**src/rtl/rect_interp.sv**
```systemverilog
`default_nettype none
// +----------------------------------------------------------------------------+
// | Module      : rect_interp                                                  |
// | Description : Bilinear interpolator sweeping a left/right line pair out    |
// |               of a dual-line buffer, 1280 pixels per update.               |
// | Revision    : 1.0 - initial release                                        |
// +----------------------------------------------------------------------------+
module rect_interp (
  input  logic       clk,
  input  logic       rst_n,
  input  logic       enb,
  input  logic [3:0] frac_x,
  input  logic [3:0] frac_y,
  input  logic       rdy,
  input  logic       upd,
  output logic       lr_sel,
  output logic [9:0] rdaddr,
  input  logic [7:0] rddata_up,
  input  logic [7:0] rddata_lo,
  output logic       out_vld,
  output logic       out_lr,
  output logic [9:0] out_x,
  output logic [7:0] out_pix,
  output logic       out_last,
  output logic       busy,
  output logic       ovf
);

  localparam logic [9:0] C_LAST_X = 10'd639;

  typedef enum logic [1:0] {
    S_IDLE  = 2'd0,
    S_LEFT  = 2'd1,
    S_RIGHT = 2'd2,
    S_DRAIN = 2'd3
  } state_t;

  state_t     state_q;
  logic [9:0] rdaddr_q;
  logic [3:0] fx_q, fy_q;
  logic       busy_q, ovf_q;

  // Stage 1: address issued last cycle, aligned with returning RAM data
  logic       s1_vld_q;
  logic [9:0] s1_x_q;
  logic       lr_sel_q;

  // Stage 2: vertical blend of column x
  logic        v2_vld_q, v2_side_q;
  logic [9:0]  v2_x_q;
  logic [11:0] v2_q;

  // Stage 3: previous vertical blend, paired with stage 2 as its right neighbour
  logic        v3_vld_q, v3_side_q;
  logic [9:0]  v3_x_q;
  logic [11:0] v3_q;

  // Output registers
  logic       out_vld_q, out_lr_q, out_last_q;
  logic [9:0] out_x_q;
  logic [7:0] out_pix_q;

  logic        issue_w, side_w;
  logic [4:0]  wy_lo_w, wy_up_w, wx_lo_w, wx_up_w;
  logic [11:0] v_w, vn_w;
  logic [16:0] h_w;
  logic [7:0]  pix_w;

  assign issue_w = (state_q == S_LEFT) || (state_q == S_RIGHT);
  assign side_w  = (state_q == S_RIGHT);

  assign wy_lo_w = {1'b0, fy_q};
  assign wy_up_w = 5'd16 - wy_lo_w;
  assign wx_lo_w = {1'b0, fx_q};
  assign wx_up_w = 5'd16 - wx_lo_w;

  // Weights sum to 16, so the 13-bit sum never exceeds 4080 and fits 12 bits
  assign v_w = 12'(13'(rddata_up) * 13'(wy_up_w) + 13'(rddata_lo) * 13'(wy_lo_w));

  // Column 639 replicates itself; this also keeps left and right sides apart
  assign vn_w = (v3_x_q == C_LAST_X) ? v3_q : v2_q;

  assign h_w   = 17'(v3_q) * 17'(wx_up_w) + 17'(vn_w) * 17'(wx_lo_w);
  // h <= 65280, so the rounded result is at most 255
  assign pix_w = 8'((h_w + 17'd128) >> 8);

  // Sweep sequencer: state, read address, captured weights, busy and overflow
  always_ff @(posedge clk or negedge rst_n) begin
    if (!rst_n) begin
      state_q  <= S_IDLE;
      rdaddr_q <= '0;
      fx_q     <= '0;
      fy_q     <= '0;
      busy_q   <= 1'b0;
      ovf_q    <= 1'b0;
    end else if (!enb) begin
      state_q  <= S_IDLE;
      rdaddr_q <= '0;
      busy_q   <= 1'b0;
      ovf_q    <= 1'b0;
    end else begin
      if (upd && rdy && (state_q != S_IDLE)) begin
        ovf_q <= 1'b1;
      end
      case (state_q)
        S_IDLE: begin
          if (rdy && upd) begin
            state_q  <= S_LEFT;
            rdaddr_q <= '0;
            busy_q   <= 1'b1;
            fx_q     <= frac_x;
            fy_q     <= frac_y;
          end
        end
        S_LEFT: begin
          if (rdaddr_q == C_LAST_X) begin
            state_q  <= S_RIGHT;
            rdaddr_q <= '0;
          end else begin
            rdaddr_q <= rdaddr_q + 10'd1;
          end
        end
        S_RIGHT: begin
          if (rdaddr_q == C_LAST_X) begin
            state_q  <= S_DRAIN;
            rdaddr_q <= '0;
          end else begin
            rdaddr_q <= rdaddr_q + 10'd1;
          end
        end
        S_DRAIN: begin
          if (out_last_q) begin
            state_q <= S_IDLE;
            busy_q  <= 1'b0;
          end
        end
        default: begin
          state_q <= S_IDLE;
          busy_q  <= 1'b0;
        end
      endcase
    end
  end

  // Track side/column of each issued address so they line up with read data
  always_ff @(posedge clk or negedge rst_n) begin
    if (!rst_n) begin
      s1_vld_q <= 1'b0;
      s1_x_q   <= '0;
      lr_sel_q <= 1'b0;
    end else begin
      s1_vld_q <= enb && issue_w;
      if (issue_w) begin
        s1_x_q   <= rdaddr_q;
        lr_sel_q <= side_w;
      end
    end
  end

  // Vertical blend of the returned upper/lower pixels, then hold one column back
  always_ff @(posedge clk or negedge rst_n) begin
    if (!rst_n) begin
      v2_vld_q  <= 1'b0;
      v2_side_q <= 1'b0;
      v2_x_q    <= '0;
      v2_q      <= '0;
      v3_vld_q  <= 1'b0;
      v3_side_q <= 1'b0;
      v3_x_q    <= '0;
      v3_q      <= '0;
    end else begin
      v2_vld_q <= enb && s1_vld_q;
      if (s1_vld_q) begin
        v2_side_q <= lr_sel_q;
        v2_x_q    <= s1_x_q;
        v2_q      <= v_w;
      end
      v3_vld_q <= enb && v2_vld_q;
      if (v2_vld_q) begin
        v3_side_q <= v2_side_q;
        v3_x_q    <= v2_x_q;
        v3_q      <= v2_q;
      end
    end
  end

  // Horizontal blend with rounding into the registered output pixel
  always_ff @(posedge clk or negedge rst_n) begin
    if (!rst_n) begin
      out_vld_q  <= 1'b0;
      out_last_q <= 1'b0;
      out_lr_q   <= 1'b0;
      out_x_q    <= '0;
      out_pix_q  <= '0;
    end else begin
      out_vld_q  <= enb && v3_vld_q;
      out_last_q <= enb && v3_vld_q && v3_side_q && (v3_x_q == C_LAST_X);
      if (v3_vld_q) begin
        out_lr_q  <= v3_side_q;
        out_x_q   <= v3_x_q;
        out_pix_q <= pix_w;
      end
    end
  end

  assign lr_sel   = lr_sel_q;
  assign rdaddr   = rdaddr_q;
  assign out_vld  = out_vld_q;
  assign out_lr   = out_lr_q;
  assign out_x    = out_x_q;
  assign out_pix  = out_pix_q;
  assign out_last = out_last_q;
  assign busy     = busy_q;
  assign ovf      = ovf_q;

endmodule
`default_nettype wire

```
**config.mk**
```make
export PLATFORM = sky130hd
export DESIGN_NAME = rect_interp
export DESIGN_NICKNAME = d
export VERILOG_FILES = /design/src/rtl/rect_interp.sv
export SDC_FILE = /design/constraint.sdc
export NUM_CORES = 1
export LEC_CHECK = 0
export ABC_AREA = 0
export BUFFER_PORTS_ARGS = -buffer_cell sky130_fd_sc_hd__buf_2
export CORE_UTILIZATION = 41
export DETAILED_ROUTE_END_ITERATION = 10
export HOLD_SLACK_MARGIN = 0.06
export PLACE_DENSITY = 0.58
export SYNTH_ARGS = -nofsm -noshare
export SYNTH_HDL_FRONTEND = slang
export SYNTH_SLANG_ARGS = --single-unit
```
**constraint.sdc**
```tcl
create_clock -name clk -period 9.67 [get_ports clk]
set_input_delay 1.934 -clock clk [delete_from_list [all_inputs] [get_ports clk]]
set_output_delay 1.934 -clock clk [all_outputs]
set_load 0.03 [all_outputs]
```
# After elaboration in Yosys (flattened, before gate mapping)
# Index checks and enable logic that the tools add are counted.
[totals] register_bits=103 input_bits=29 out_inout_bits=34 wordCells=77
[classes] add_sub_neg=6 mul=4 n_eq_ne=12 mux=17 reduce_logical=16
[op_table] cell="$mux 10" n=3
[op_table] cell="$eq 10x10->1 const B" n=2
[op_table] cell="$pmux 10 s2" n=1
[op_table] cell="$add 16x16->16" n=1
[op_table] cell="$add 16x8->16 const B" n=1
[op_table] cell="$mul 12x4->16" n=1
[op_table] cell="$mul 12x5->16" n=1
[op_table] cell="$add 12x12->12" n=1
[op_table] cell="$mul 8x4->12" n=1
[op_table] cell="$mul 8x5->12" n=1
[op_table] cell="$mux 12" n=1
[op_table] cell="$add 10x1->10 const B" n=1
[op_table] cell="$mux 2" n=5
[op_table] cell="$sub 5x4->5 const A" n=2
[op_table] cell="$ne 3x2->1 const B" n=3
[op_table] cell="$logic_and 1x1->1" n=8
[op_table] cell="$pmux 2 s4" n=1
[op_table] cell="$ne 3x3->1 const B" n=2
[op_table] cell="$reduce_and 3->1" n=2
[op_table] cell="$mux 1" n=5
[op_table] cell="$eq 2x2->1 const B" n=2
[op_table] cell="$reduce_and 4->1" n=1
[op_table] cell="$ne 3x1->1 const B" n=1
[op_table] cell="$eq 2x1->1 const B" n=1
[op_table] cell="7 further kinds" n=7

# Longest topological paths before layout
[logic_depth] depth_word=5 ltp_mapped=21 depth_no_buf=20

# Worst setup path after synthesis
# Ideal clock, no wire load.
[synth_timing] path_kind="input to register" startpoint="in rddata_up[4]" endpoint="reg v2_q[8]" setup_time_ps=125 t_arrival_ps=5454 required_ps=9545 path_slack_ps=4092 path_stages=14 path_buffers=0 path_cell_list="and2_1 fa_1 inv_1 fa_1 fa_1 inv_1 fa_1 ha_1 a21o_1 a21oi_1 o21bai_1 a21oi_1 xnor2_1 mux2_2"
[synth_via] elab_chain_cells=2
[synth_rtl] item="start: declaration" line_no="18" source="input logic [7:0] rddata_up,"
[synth_rtl] item="$mul 8x5->12" line_no="78" source="assign v_w = 12'(13'(rddata_up) * 13'(wy_up_w) + 13'(rddata_lo) * 13'(wy_lo_w));"
[synth_rtl] item="$add 12x12->12" line_no="78"
[synth_rtl] item="end signal: assignment" line_no="176" source="v2_q <= v_w;"
[synth_rtl] item="end: declaration" line_no="51" source="logic [11:0] v2_q;"
# Every way passes these cells.
# A chain may end at the register's enable or synchronous reset.

# Final worst setup path
[layout_timing] startpoint="reg fx_q[0]" endpoint="reg out_pix_q[5] (netlist: out_pix[5])"
[layout_via] elab_chain_cells=4 elab_cells_between_ends=5 classes_between="add/sub: 3; mul: 2"
[layout_rtl] item="start: declaration" line_no="40" source="logic [3:0] fx_q, fy_q;"
[layout_rtl] item="start signal: assignment" line_no="111" source="fx_q <= frac_x;"
[layout_rtl] item="$sub 5x4->5" line_no="75" source="assign wx_up_w = 5'd16 - wx_lo_w;"
[layout_rtl] item="$mul 12x5->16" line_no="83" source="assign h_w = 17'(v3_q) * 17'(wx_up_w) + 17'(vn_w) * 17'(wx_lo_w);"
[layout_rtl] item="$add 16x16->16 (*)" line_no="83"
[layout_rtl] item="$add 16x8->16 (*)" line_no="85" source="assign pix_w = 8'((h_w + 17'd128) >> 8);"
[layout_rtl] item="end signal: assignment" line_no="201" source="out_pix_q <= pix_w;"
[layout_rtl] item="end: declaration" line_no="61" source="logic [7:0] out_pix_q;"
# Every way passes the cells marked *; elsewhere a longest branch is shown, timed or not.

==> results.cfg <==
[status]
status = finished, final reports clean

[die]
die_area_um2 = 24070
start_util_pct = 42.08
die_h_um = 155.1
rows = 55
die_w_um = 155.1
io_pins = 63
core_um2 = 22850

[logic_synthesis]
synthMostInstantiatedCell = inv_1
syn_area_um2 = 9614
netlist_top_cells_area = dfrtp_1 (27%), fa_1 (26%), ha_1 (9.1%), mux2_2 (9.0%), inv_1 (5.3%)
synth_edf_count = 0
ys_top_cells_by_count = inv_1 (135), fa_1 (123), dfrtp_1 (103), nand2_1 (92), mux2_2 (77)
seq_area_frac_synth_pct = 26.81
async_flop_share_pct = 100.0
syn_area_per_cell_um2 = 10.69
synthDistinctLibCells = 58
synth_seq_cells = 103
synth_cells = 899
yosysWarnings = 0
synth_ff_type = dfrtp_1
synth_area_leader_cell = dfrtp_1
synth_top_area_share_pct = 26.81
synth_fp_nets = 1121

[timing]
worst_slew_pin_slew_ps = 1025
fmax_mhz = 150.4
drv_slew = 0
clock_skew_ps = 10.78
hold_viol_final = 0
rsz0062_at_grt = false
setup_viol = 0
period_needed_ps = 6649
timing.final.crit_share_pct = 68.76
max_slew_margin_pct = 31.69
tns_ps = 0

[worst_hold_path]
hold_path_depth = 1
hold_start = out_pix[4]
min_path_type = flip-flop to flip-flop

[cells_and_area]
finalNetCount = 1173
nFillCells = 2258
drive_gt1_share_pct = 17.99
syn2layout_area_growth_pct = 9.748

[detailed_routing]
highest_layer = met4
first_iter_violations = 217
wl_met1_um = 8551
drtAntennaViolNets = 0
vias = 6249
vias_per_cell = 4.920
wire_per_inst_um = 14.66
route.met2.wl_um = 9205
dr.pass1.iters = 4
drc = 0
routed_wl_um = 18610
wl_met3_um = 501

[critical_path]
arrival_ps = 6890
crit_start = fx_q[0]
crit_chain = clkinv_1, ha_1, xnor2_1, nand2_1, fa_1, inv_1, fa_1, inv_1, fa_1, inv_1, fa_1, fa_1, ha_1, a21oi_1, inv_1, a31oi_1, nand2_1, a2111oi_2, o41ai_2
crit_top_cell = fa_1
cp_slowest_cell = xnor2_1
r2r_start = fx_q[0]
cp_slowest_stage_delay_ps = 750
setup.worst_path.end_class = flip-flop
cp_max_fo = 18
reg2reg_depth = 19
cp-start-kind = flip-flop
crit_type = flip-flop to flip-flop
required_ps = 9910

[cts]
cts_hold_buffers = 0
numCtsBuffers = 9
cts_root_buffer = clkbuf_16
h-tree-depth = 3
post-cts-setup-buffer-count = 0
cts_sinks = 103
path_clk_slew_ps = 80
clk_latency_ps = 360
post_cts_resized = 0
cts_buffer_depth = 2
cts_tree = built

[global_route]
grt_pass1_wl_um = 33550
antenna_found_initial = 1
first_global_vias = 6811
grt_max_degree = 55
grt_use_total_pct = 17.54
grt_overflow = 0

[placement]
place_congestion = 0.8250
port_buffers = 62
dp_hpwl_um = 14870

[flow_run]
cap_violations = 0
worst max-delay path, delay by kind of cell, from the launching register on:
kind	cells	cell delay [ps]
xor+xnor	1	750
compound gates	4	930
fa+ha+maj	7	3100
simple gates	2	380
flops	1	700
buf+inv	5	670
layer usage:
| metal | global-route usage, % | vias up |
|---|---|---|
| met4 | 4.950 | 0 |
| met1 | 22.77 | 3186 |
| met2 | 30.12 | 60 |
| li1 | - | 2981 |
| met5 | 0 | - |
| met3 | 2.981 | 22 |
state kept, by name (all words and copies together), names as in the netlist, 2 cells and up:
| name | count |
|---|---|
| fx_q | 4 |
| fy_q | 4 |
| out_pix | 8 |
| out_x | 10 |
| rdaddr | 10 |
| s1_x_q | 10 |
| state_q | 2 |
| v2_q | 12 |
| v2_x_q | 10 |
| v3_q | 12 |
| v3_x_q | 10 |
cell families (layout without fill, tap and decap cells):
group / after synthesis / after routing / synth area share (%)
AND/OR/NAND/NOR: 258 / 258 / 14.21
adder cells (fa/ha/maj): 193 / 193 / 34.72
buffers and inverters: 163 / 220 / 6.455
flip-flops: 103 / 103 / 26.81
multiplexers: 88 / 88 / 10.16
AO/OA/AOI/OAI: 71 / 71 / 5.401
XOR/XNOR: 23 / 23 / 2.238
other: 0 / 1 / 0
worst paths after layout:
kind,end,slack (ps)
max,out_pix[5],3020
min,out_pix[4],490
max reg2reg,out_pix[5],3020
min reg2reg,out_pix[4],490
max in group asynchronous,fx_q[3],6910
min in group asynchronous,s1_x_q[7],1590
per-stage QoR:
step                std cells  instance area [µm²]  util [%]  hold WS [ps]  worst slack (ps)
finish                   1270                10550     46.18         494.2              3021
global route             1270                10550     46.18         522.7              2532
CTS                      1269                10550     46.17         494.3              3031
detailed placement       1253                10240     44.83         472.7              3052
global placement         1253                10240     44.83         477.8              3243
floorplan                 899                 9614         -         475.0              4092
placed cells by master, fill, tap and decap left out, types with 16 or more instances in the layout:
cell type / instances
nor2_1: 29
inv_1: 135
mux2_2: 77
fa_1: 123
and2_1: 73
xnor2_1: 17
dfrtp_1: 103
nand2_1: 92
o21ai_0: 16
ha_1: 70
buf_2: 61
final cells by class:
class	count	area [µm²]	area share (%)
tap	313	391.6	3.712
antenna	1	2.502	0.02372
multi-input combinational	633	6416	60.81
clock buffer	9	225.2	2.134
sequential	103	2577	24.43
inverter	139	521.8	4.945
timing repair buffer	65	335.3	3.178
clock inverter	7	81.33	0.7708
Power is not shown: default switching activity piles up to over one toggle a cycle in this logic, so the estimate is an artifact.
